==> src/rtl/jtag_pkg.sv <==
// Shared types and constants for the JTAG shift-engine scheduler and its pickers.
package jtag_pkg;

    localparam int unsigned JTAG_LEN_W = 16;
    localparam logic        OP_INSTR   = 1'b0;
    localparam logic        OP_DATA    = 1'b1;

    typedef enum logic [2:0] {
        ST_IDLE,
        ST_ISSUE,
        ST_WAIT_BUSY,
        ST_RUN,
        ST_FINISH
    } sched_state_t;

endpackage

==> src/rtl/jtag_rr_pick.sv <==
// Combinational round-robin picker: first eligible index scanning from ptr upward, wrapping.
module jtag_rr_pick #(
    parameter int unsigned N_REQ = 2,
    parameter int unsigned IDX_W = $clog2(N_REQ)
) (
    input  logic [N_REQ-1:0] eligible,
    input  logic [IDX_W-1:0] ptr,
    output logic [N_REQ-1:0] winner,
    output logic [IDX_W-1:0] idx,
    output logic             valid
);

    always_comb begin
        int unsigned j;
        winner = '0;
        idx    = '0;
        valid  = 1'b0;
        j      = 0;
        for (int unsigned k = 0; k < N_REQ; k++) begin
            j = 32'(ptr) + k;
            if (j >= N_REQ) begin
                j = j - N_REQ;
            end
            if (!valid && eligible[IDX_W'(j)]) begin
                valid = 1'b1;
                idx   = IDX_W'(j);
            end
        end
        if (valid) begin
            winner[idx] = 1'b1;
        end
    end

endmodule

==> src/rtl/jtag_scheduler.sv <==
// Round-robin owner of the single JTAG shift engine: issues work, watches busy,
// and reports per-requester done/err with start and run watchdogs.
module jtag_scheduler
    import jtag_pkg::*;
#(
    parameter int unsigned N_REQ      = 2,
    parameter int unsigned LEN_W      = JTAG_LEN_W,
    parameter int unsigned START_WAIT = 4,
    parameter int unsigned TIMEOUT    = 65535
) (
    input  logic                   clk,
    input  logic                   rst,
    input  logic [N_REQ-1:0]       req,
    input  logic [N_REQ-1:0]       req_op,
    input  logic [N_REQ*LEN_W-1:0] req_len,
    output logic [N_REQ-1:0]       grant,
    output logic [N_REQ-1:0]       done,
    output logic [N_REQ-1:0]       err,
    output logic [LEN_W-1:0]       len,
    output logic                   op,
    output logic                   work,
    input  logic                   busy,
    output logic                   engine_rst
);

    localparam int unsigned IDX_W    = $clog2(N_REQ);
    localparam int unsigned MAX_WAIT = (TIMEOUT > START_WAIT) ? TIMEOUT : START_WAIT;
    localparam int unsigned CNT_W    = $clog2(MAX_WAIT + 1);

    function automatic logic [IDX_W-1:0] next_idx(input logic [IDX_W-1:0] i);
        return (32'(i) == N_REQ - 1) ? '0 : IDX_W'(32'(i) + 1);
    endfunction

    sched_state_t state, state_nxt;

    logic [IDX_W-1:0] ptr, ptr_nxt;
    logic [IDX_W-1:0] owner, owner_nxt;
    logic [CNT_W-1:0] cnt, cnt_nxt;
    logic             fail, fail_nxt;
    logic [N_REQ-1:0] grant_nxt, done_nxt, err_nxt;
    logic [LEN_W-1:0] len_nxt;
    logic             op_nxt, work_nxt, engine_rst_nxt;

    logic [N_REQ-1:0] eligible, pick_oh;
    logic [IDX_W-1:0] pick_idx;
    logic             pick_valid;
    logic [LEN_W-1:0] pick_len;

    // A pulsing done masks its requester so the owner may drop req on that cycle.
    assign eligible = req & ~done;
    assign pick_len = req_len[32'(pick_idx)*LEN_W +: LEN_W];

    jtag_rr_pick #(
        .N_REQ (N_REQ),
        .IDX_W (IDX_W)
    ) u_pick (
        .eligible (eligible),
        .ptr      (ptr),
        .winner   (pick_oh),
        .idx      (pick_idx),
        .valid    (pick_valid)
    );

    always_ff @(posedge clk or posedge rst) begin
        if (rst) begin
            state <= ST_IDLE;
        end else begin
            state <= state_nxt;
        end
    end

    always_comb begin
        state_nxt = state;
        case (state)
            ST_IDLE: begin
                if (pick_valid && (pick_len != '0)) begin
                    state_nxt = ST_ISSUE;
                end
            end
            ST_ISSUE:     state_nxt = ST_WAIT_BUSY;
            ST_WAIT_BUSY: begin
                if (busy) begin
                    state_nxt = ST_RUN;
                end else if (cnt == CNT_W'(START_WAIT - 1)) begin
                    state_nxt = ST_FINISH;
                end
            end
            ST_RUN: begin
                if (!busy || (cnt == CNT_W'(TIMEOUT - 1))) begin
                    state_nxt = ST_FINISH;
                end
            end
            ST_FINISH:    state_nxt = ST_IDLE;
            default:      state_nxt = ST_IDLE;
        endcase
    end

    // Next values for the registered outputs and datapath.
    always_comb begin
        grant_nxt      = grant;
        done_nxt       = '0;
        err_nxt        = '0;
        len_nxt        = len;
        op_nxt         = op;
        work_nxt       = 1'b0;
        engine_rst_nxt = 1'b0;
        cnt_nxt        = cnt;
        fail_nxt       = fail;
        ptr_nxt        = ptr;
        owner_nxt      = owner;
        case (state)
            ST_IDLE: begin
                if (pick_valid) begin
                    if (pick_len != '0) begin
                        grant_nxt = pick_oh;
                        len_nxt   = pick_len;
                        op_nxt    = req_op[pick_idx];
                        owner_nxt = pick_idx;
                        fail_nxt  = 1'b0;
                    end else begin
                        done_nxt = pick_oh;
                        err_nxt  = pick_oh;
                        ptr_nxt  = next_idx(pick_idx);
                    end
                end
            end
            ST_ISSUE: begin
                work_nxt = 1'b1;
                cnt_nxt  = '0;
            end
            ST_WAIT_BUSY: begin
                if (busy) begin
                    cnt_nxt = '0;
                end else if (cnt == CNT_W'(START_WAIT - 1)) begin
                    fail_nxt = 1'b1;
                end else begin
                    cnt_nxt = cnt + CNT_W'(1);
                end
            end
            ST_RUN: begin
                if (!busy) begin
                    fail_nxt = 1'b0;
                end else if (cnt == CNT_W'(TIMEOUT - 1)) begin
                    engine_rst_nxt = 1'b1;
                    fail_nxt       = 1'b1;
                end else begin
                    cnt_nxt = cnt + CNT_W'(1);
                end
            end
            ST_FINISH: begin
                done_nxt[owner] = 1'b1;
                err_nxt[owner]  = fail;
                grant_nxt       = '0;
                ptr_nxt         = next_idx(owner);
            end
            default: begin
                grant_nxt = '0;
            end
        endcase
    end

    always_ff @(posedge clk or posedge rst) begin
        if (rst) begin
            grant      <= '0;
            done       <= '0;
            err        <= '0;
            len        <= '0;
            op         <= 1'b0;
            work       <= 1'b0;
            engine_rst <= 1'b0;
            cnt        <= '0;
            fail       <= 1'b0;
            ptr        <= '0;
            owner      <= '0;
        end else begin
            grant      <= grant_nxt;
            done       <= done_nxt;
            err        <= err_nxt;
            len        <= len_nxt;
            op         <= op_nxt;
            work       <= work_nxt;
            engine_rst <= engine_rst_nxt;
            cnt        <= cnt_nxt;
            fail       <= fail_nxt;
            ptr        <= ptr_nxt;
            owner      <= owner_nxt;
        end
    end

endmodule
==> config.mk <==
export PLATFORM = sky130hd
export DESIGN_NAME = jtag_scheduler
export DESIGN_NICKNAME = d
export VERILOG_FILES = /design/src/rtl/jtag_pkg.sv /design/src/rtl/jtag_rr_pick.sv /design/src/rtl/jtag_scheduler.sv
export SDC_FILE = /design/constraint.sdc
export NUM_CORES = 1
export LEC_CHECK = 0
export BUFFER_PORTS_ARGS = -buffer_cell sky130_fd_sc_hd__buf_4
export CELL_PAD_IN_SITES_DETAIL_PLACEMENT = 1
export CELL_PAD_IN_SITES_GLOBAL_PLACEMENT = 1
export CORE_MARGIN = 4
export CORE_UTILIZATION = 43
export DETAILED_ROUTE_END_ITERATION = 6
export PLACE_DENSITY_LB_ADDON = 0.1
export SLEW_MARGIN = 20
export SYNTH_ARGS = -nofsm -noshare
export SYNTH_HDL_FRONTEND = slang
export SYNTH_SLANG_ARGS = --single-unit
==> constraint.sdc <==
create_clock -name clk -period 4.2 [get_ports clk]
set_input_delay 1.05 -clock clk [delete_from_list [all_inputs] [get_ports clk]]
set_output_delay 1.05 -clock clk [all_outputs]
set_load 0.03 [all_outputs]
; ---- Word-level counts from Yosys, hierarchy flattened
; Index checks and enable logic that the tools add are counted.
[word_totals]
register_bits = 47
in_bits = 39
word_cells = 117
[classes]
addsub = 6
n_lt_le_gt_ge = 8
eq_ne = 18
n_shift = 1
muxes = 49
bitwise_logic = 4
reduce_logical = 19
[op_table]
columns = cell, n
row1 = 16-bit 2-to-1 mux, 4
row2 = 16-bit case mux with 3 select lines, 1
row3 = 32-bit by 6-bit variable part select with 16-bit output, 1
row4 = 1-bit 2-to-1 mux, 28
row5 = 2-bit inequality test (second input constant), 9
row6 = 16-bit by 1-bit adder with 16-bit output (second input constant), 1
row7 = 16-bit == test (second input constant), 1
row8 = 16-bit by 2-bit == test with 1-bit output (second input constant), 1
row9 = 16-bit nonzero test, 1
row10 = 3-bit 2-to-1 mux, 4
row11 = 2-bit case mux with 2 select lines, 3
row12 = 3-bit case mux with 4 select lines, 1
row13 = 3-bit AND reduction, 4
row14 = 3-bit inequality test (second input constant), 3
row15 = 1-bit by 2-bit less-than comparator with 1-bit output (second input constant), 4
row16 = 2-bit 2-to-1 mux, 4
row17 = 3-bit by 2-bit == test with 1-bit output (second input constant), 2
row18 = 6-bit AND reduction, 1
row19 = 3-bit nonzero test, 2
row20 = 2-bit bitwise AND, 2
row21 = 1-bit logical AND, 4
row22 = 4-bit AND reduction, 1
row23 = 3-bit by 1-bit == test with 1-bit output (second input constant), 1
row24 = 3-bit == test (second input constant), 1
row25 = other kinds (16), 21

; ---- Logic depth before layout (Yosys ltp)
[logic_depth]
depth_word = 15
depth_mapped = 9
mapped_depth_nobuf = 9

; ---- Modules after synthesis
; Synthesis repeated with hierarchy kept, for this count alone.
[hier_totals]
hier_cells = 251
area_unflattened_um2 = 2632.5
[by_module_without_submodules]
columns = module, instances, cells_each, area_per_inst_um2, seq_area_each_um2
row1 = jtag_scheduler, 1, 246, 2600.0, 1176.1
row2 = jtag_rr_pick, 1, 5, 32.5, 0.0

; ---- Least setup slack after synthesis
; Ideal clock, no wire load.
[synth_path]
path_type = input-to-reg
start = in req[1]
end = reg len[0]
setup_time_ps = 81
t_arrival_ps = 2343
required_ps = 4119
path_slack_ps = 1775
cell_stages = 7
path_buffers = 1
cell_sequence = and2b_1 o21ai_4 nor2_2 a2111oi_4 buf_6 nor2_1 a31oi_2
[synth_via]
elab_chain_cells = 10
[synth_lines]
columns = element, line
row1 = "start, declared", jtag_scheduler.sv:13  ; input logic [N_REQ-1:0] req,
row2 = 2-bit bitwise AND (*), jtag_scheduler.sv:50  ; assign eligible = req & ~done;
row3 = 1-bit 2-to-1 mux (not written as such) (2 in series), jtag_rr_pick.sv:24  ; if (!valid && eligible[IDX_W'(j)]) begin
row4 = 1-bit 2-to-1 mux, jtag_rr_pick.sv:24
row5 = 1-bit zero test, jtag_rr_pick.sv:24
row6 = 1-bit logical AND, jtag_rr_pick.sv:24
row7 = 1-bit 2-to-1 mux, jtag_rr_pick.sv:24
row8 = 32-bit by 6-bit variable part select with 16-bit output, jtag_scheduler.sv:51  ; assign pick_len = req_len[32'(pick_idx)*LEN_W +: LEN_W];
row9 = 16-bit nonzero test, jtag_scheduler.sv:114  ; if (pick_len != '0) begin
row10 = 3-bit AND reduction (no source line), -
row11 = "end signal, assigned", jtag_scheduler.sv:179  ; len <= len_nxt;
row12 = "end, declared", jtag_scheduler.sv:19  ; output logic [LEN_W-1:0] len,
; Every way passes the cells marked *; elsewhere a longest branch is shown, timed or not. The select of a mux whose other input is x is not followed.
; A chain may end at the register's enable or synchronous reset.

; ---- Worst setup path in the final report
[layout_path]
start = in req[0]
end = reg len[4]
; The elaborated chain is that of the path after synthesis.

==> results.yml <==
floorplan:
  rows: 27
  pin_count: 64
  coreArea_sq_um: 5640
  fp.dieW_microns: 85.4
  initial_core_util_pct: 45.6
  die_h_microns: 85.4
  fp.dieArea_sq_um: 7290
setup_path:
  crit_chain: "buf_4, nand2b_4, o21ai_4, nor2_2, a2111oi_4, buf_4, nor2_1, a31oi_2"
  cp-end-kind: "register"
  crit_type: "in -> reg"
  r2r_cells: 7
  cp_max_fo: 35
  crit_start: "req[0]"
  critical_path_arrival_ns: 2.95
  endpoint: "len[4]$_DFFE_PP0P_"
  critical_path_depth: 8
  rr_startpoint: "done[0]$_DFF_PP0_"
  required_ns: 4.43
  rrSetupSlack_ns: 1.81
  reg2reg_to: "len[4]$_DFFE_PP0P_"
  cp-start-kind: "primary input"
  crit_top_cell: "buf_4"
  critPathTopFamily: "compound AO/OA/AOI/OAI gates"
  path_buf_inv: 2
  cp_slowest_cell: "o21ai_4"
  max_stage_delay_ns: 0.50
placed_design:
  port_buffers: 63
  routabilityCongestion: 0.848
  dpl.hpwl_mm: 5.68
clock_tree:
  hold_buffers: 0
  post_cts_buffers: 0
  cts_root_buffer: "clkbuf_8"
  cts_sinks: 47
  clockBufferDepth: 2
  clkLatencyLatePin_ns: 0.31
  htree_levels: 2
  cts_resized: 0
  cts-buffers-inserted: 5
  path_clk_slew_ns: 0.09
  cts_tree: "done"
synth:
  synth.distinct_cells: 48
  postSynthCellCount: 282
  syn-num-nets: 323
  synth_area_sq_um: 2570
  syn_area_per_cell_sq_um: 9.13
  ys_seq_area_share_pct: 45.7
  synth-seq-cells: 47
  ys_warn_count: 0
pwr:
  p_leak_uw: 0.00137
  p_clk_share_pct: 17.2
  ir_drop_uv: 320
  pwr-share-comb_pct: 48.2
  intPower_uw: 1140
  swShare_pct: 44.6
  p_per_area_nw_per_um2: 641
  switchingPower_uw: 914
  total_power_uw: 2050
  p_seq_share_pct: 34.6
global_routing:
  grt_overflow_total: 0
  grt_pass1_wl_mm: 12.8
  grt_max_degree: 48
  grt_pass1_vias: 2585
  grt_use_total_pct: 22.1
  antenna_found_initial: 0
drt:
  num_vias: 2360
  drtAntennaViolNets: 0
  wl_per_cell_microns: 18.2
  drt_iter0_markers: 136
  firstDrtPassIters: 4
  drc: 0
  via_per_inst: 5.69
  totalWireLength_mm: 7.53
sta:
  rsz0062_at_grt: "false"
  fmax_mhz: 368
  finalHoldViolCount: 0
  setup_violations: 0
  worstMarginPinSlew_ns: 0.826
  fin_crit_sh_pct: 64.7
  drv_slew: 0
  max_slew_margin_pct: 44.9
  hold_slack_ns: 0.551
  tns_ns: 0
  fin_skew_ns: 0.00658
  finalCriticalPeriod_ns: 2.72
cells_and_area:
  finalNetCount: 383
  final_layout_size_suffix_gt1_share_pct: 29.4
  antennaDiodeCount: 0
  synthToLayoutAreaGrowth_pct: 24.2
  nFillCells: 684
worst_hold_path:
  hold_class: "reg -> reg"
status:
  status: "completed"
flow_run:
  drv_cap: 0
-- power groups by stage --
stage | logic [uW] | registers, uW | clock network (uW)
after CTS | 1000 | 709 | 363
after detailed placement | 998 | 718 | 0
final | 987 | 709 | 353
after global routing | 1080 | 729 | 385
after floorplan | 516 | 870 | 0
after global placement | 956 | 715 | 0
-- metal layers --
metal / vias to the layer above / global-route usage [%] / wire length [microns] / share of wire [%]
met3: 13 / 4.27 / 350 / 4.6
met1: 1170 / 25.5 / 3050 / 41
met5: - / 0 / 0 / 0
met2: 61 / 40.7 / 3980 / 53
li1: 1116 / - / - / -
met4: 0 / 7.34 / 148 / 2.0
-- stage by stage --
step	std cells	setup slack, ns	utilization, %	cell area [sq um]
finish	415	1.48	56.6	3200
global placement	407	1.27	54.5	3080
detailed placement	407	1.14	54.5	3080
global route	415	1.30	56.6	3200
floorplan	282	1.78	-	2570
CTS	415	1.46	56.6	3190
-- flip-flops by register name, indices dropped and copies added, names as in the netlist --
name	count
cnt	16
done	2
engine_rst	1
err	2
fail	1
grant	2
len	16
op	1
owner	1
ptr	1
state	3
work	1
-- worst min-delay path by stage --
stage / start / to / slack (ns) / depth (start not counted)
after floorplan: fail$_DFFE_PP0P_ / fail$_DFFE_PP0P_ / 0.49 / 1
after CTS: grant[1]$_DFFE_PP0P_ / grant[1]$_DFFE_PP0P_ / 0.55 / 2
after detailed placement: grant[1]$_DFFE_PP0P_ / grant[1]$_DFFE_PP0P_ / 0.52 / 2
after global routing: len[10]$_DFFE_PP0P_ / len[10]$_DFFE_PP0P_ / 0.59 / 2
final: grant[1]$_DFFE_PP0P_ / grant[1]$_DFFE_PP0P_ / 0.55 / 2
after global placement: cnt[1]$_DFFE_PP0P_ / cnt[1]$_DFFE_PP0P_ / 0.52 / 2
-- synth_stat cells (all sizes together) --
| library cell | n | share of area, % |
|---|---|---|
| dfrtp | 47 | 46 |
| nand2 | 46 | 6.7 |
| nor2 | 42 | 6.6 |
| a31oi | 18 | 7.3 |
| o21ai | 18 | 4.1 |
| a21oi | 15 | 3.1 |
| nor4 | 11 | 2.7 |
| inv | 10 | 1.5 |
| nand3 | 9 | 1.9 |
| buf | 7 | 2.0 |
| nand4 | 6 | 1.5 |
| nand2b | 5 | 1.5 |
| or3 | 5 | 1.2 |
| clkbuf | 4 | 0.58 |
| o31ai | 4 | 1.2 |
| a211oi | 3 | 1.1 |
| and3 | 3 | 0.73 |
| nor3 | 3 | 0.78 |
| a2111oi | 2 | 2.1 |
| a22o | 2 | 0.68 |
| and2 | 2 | 0.49 |
| and4 | 2 | 0.68 |
| ha | 2 | 0.97 |
| nor2b | 2 | 0.49 |
| o21a | 2 | 0.58 |
| xor2 | 2 | 0.68 |
| a21o | 1 | 0.29 |
| a31o | 1 | 0.34 |
| and2b | 1 | 0.29 |
| mux2i | 1 | 0.39 |
| nor4b | 1 | 0.34 |
| o211ai | 1 | 0.29 |
| o2bb2ai | 1 | 0.34 |
| o41ai | 1 | 0.34 |
| or2 | 1 | 0.24 |
| xnor2 | 1 | 0.34 |
-- worst min-delay path, delay by kind of cell, from the launching register on --
family           cells  cell delay [ns]
DFF                  1             0.36
and+or+nand+nor      1             0.08
muxes                1             0.07
-- cells in the final DEF (no fill, tap or decap), types with 2 or more instances in the layout --
master	synthesis	routed
clkinv_2	0	2
and2_1	2	2
a211oi_1	2	2
nand4_1	6	6
a2111oi_4	2	2
nor4_1	11	11
o21ai_0	14	14
o21ai_1	2	2
a31oi_2	12	12
a22o_1	2	2
nand3_1	8	8
and3_1	3	3
xor2_1	2	2
nor3_1	2	2
or3_1	5	5
inv_1	10	9
nand2_1	46	46
a31oi_1	6	6
a21oi_1	14	14
ha_1	2	2
nand2b_1	4	4
dfrtp_1	47	47
nor2b_1	2	2
o31ai_1	4	4
nor2_2	5	5
and4_1	2	2
nor2_1	37	37
clkbuf_8	0	6
o21a_1	2	2
buf_4	0	64
-- area by class of cell --
type                       instances  area, sq um  share of cell area, %
multi-input combinational        214         1290                   40.4
sequential                        47         1180                   36.8
timing repair buffer              64          480                   15.0
tap                               72         90.1                   2.82
clock buffer                       6         82.6                   2.58
inverter                          10         38.8                   1.21
clock inverter                     2         35.0                   1.10
-- cell families (layout without fill, tap and decap cells) --
| logic type | count (synthesis) | in the layout | synth area share, % |
|---|---|---|---|
| AOI/OAI and AO/OA | 69 | 69 | 21.7 |
| xor gates and xnor gates | 3 | 3 | 1.02 |
| adders and majority gates | 2 | 2 | 0.972 |
| buffers and inverters | 21 | 82 | 4.08 |
| DFF | 47 | 47 | 45.7 |
| muxes | 1 | 1 | 0.389 |
| and+or+nand+nor | 139 | 139 | 26.2 |
Note: power is estimated with default switching activity, not from simulation.
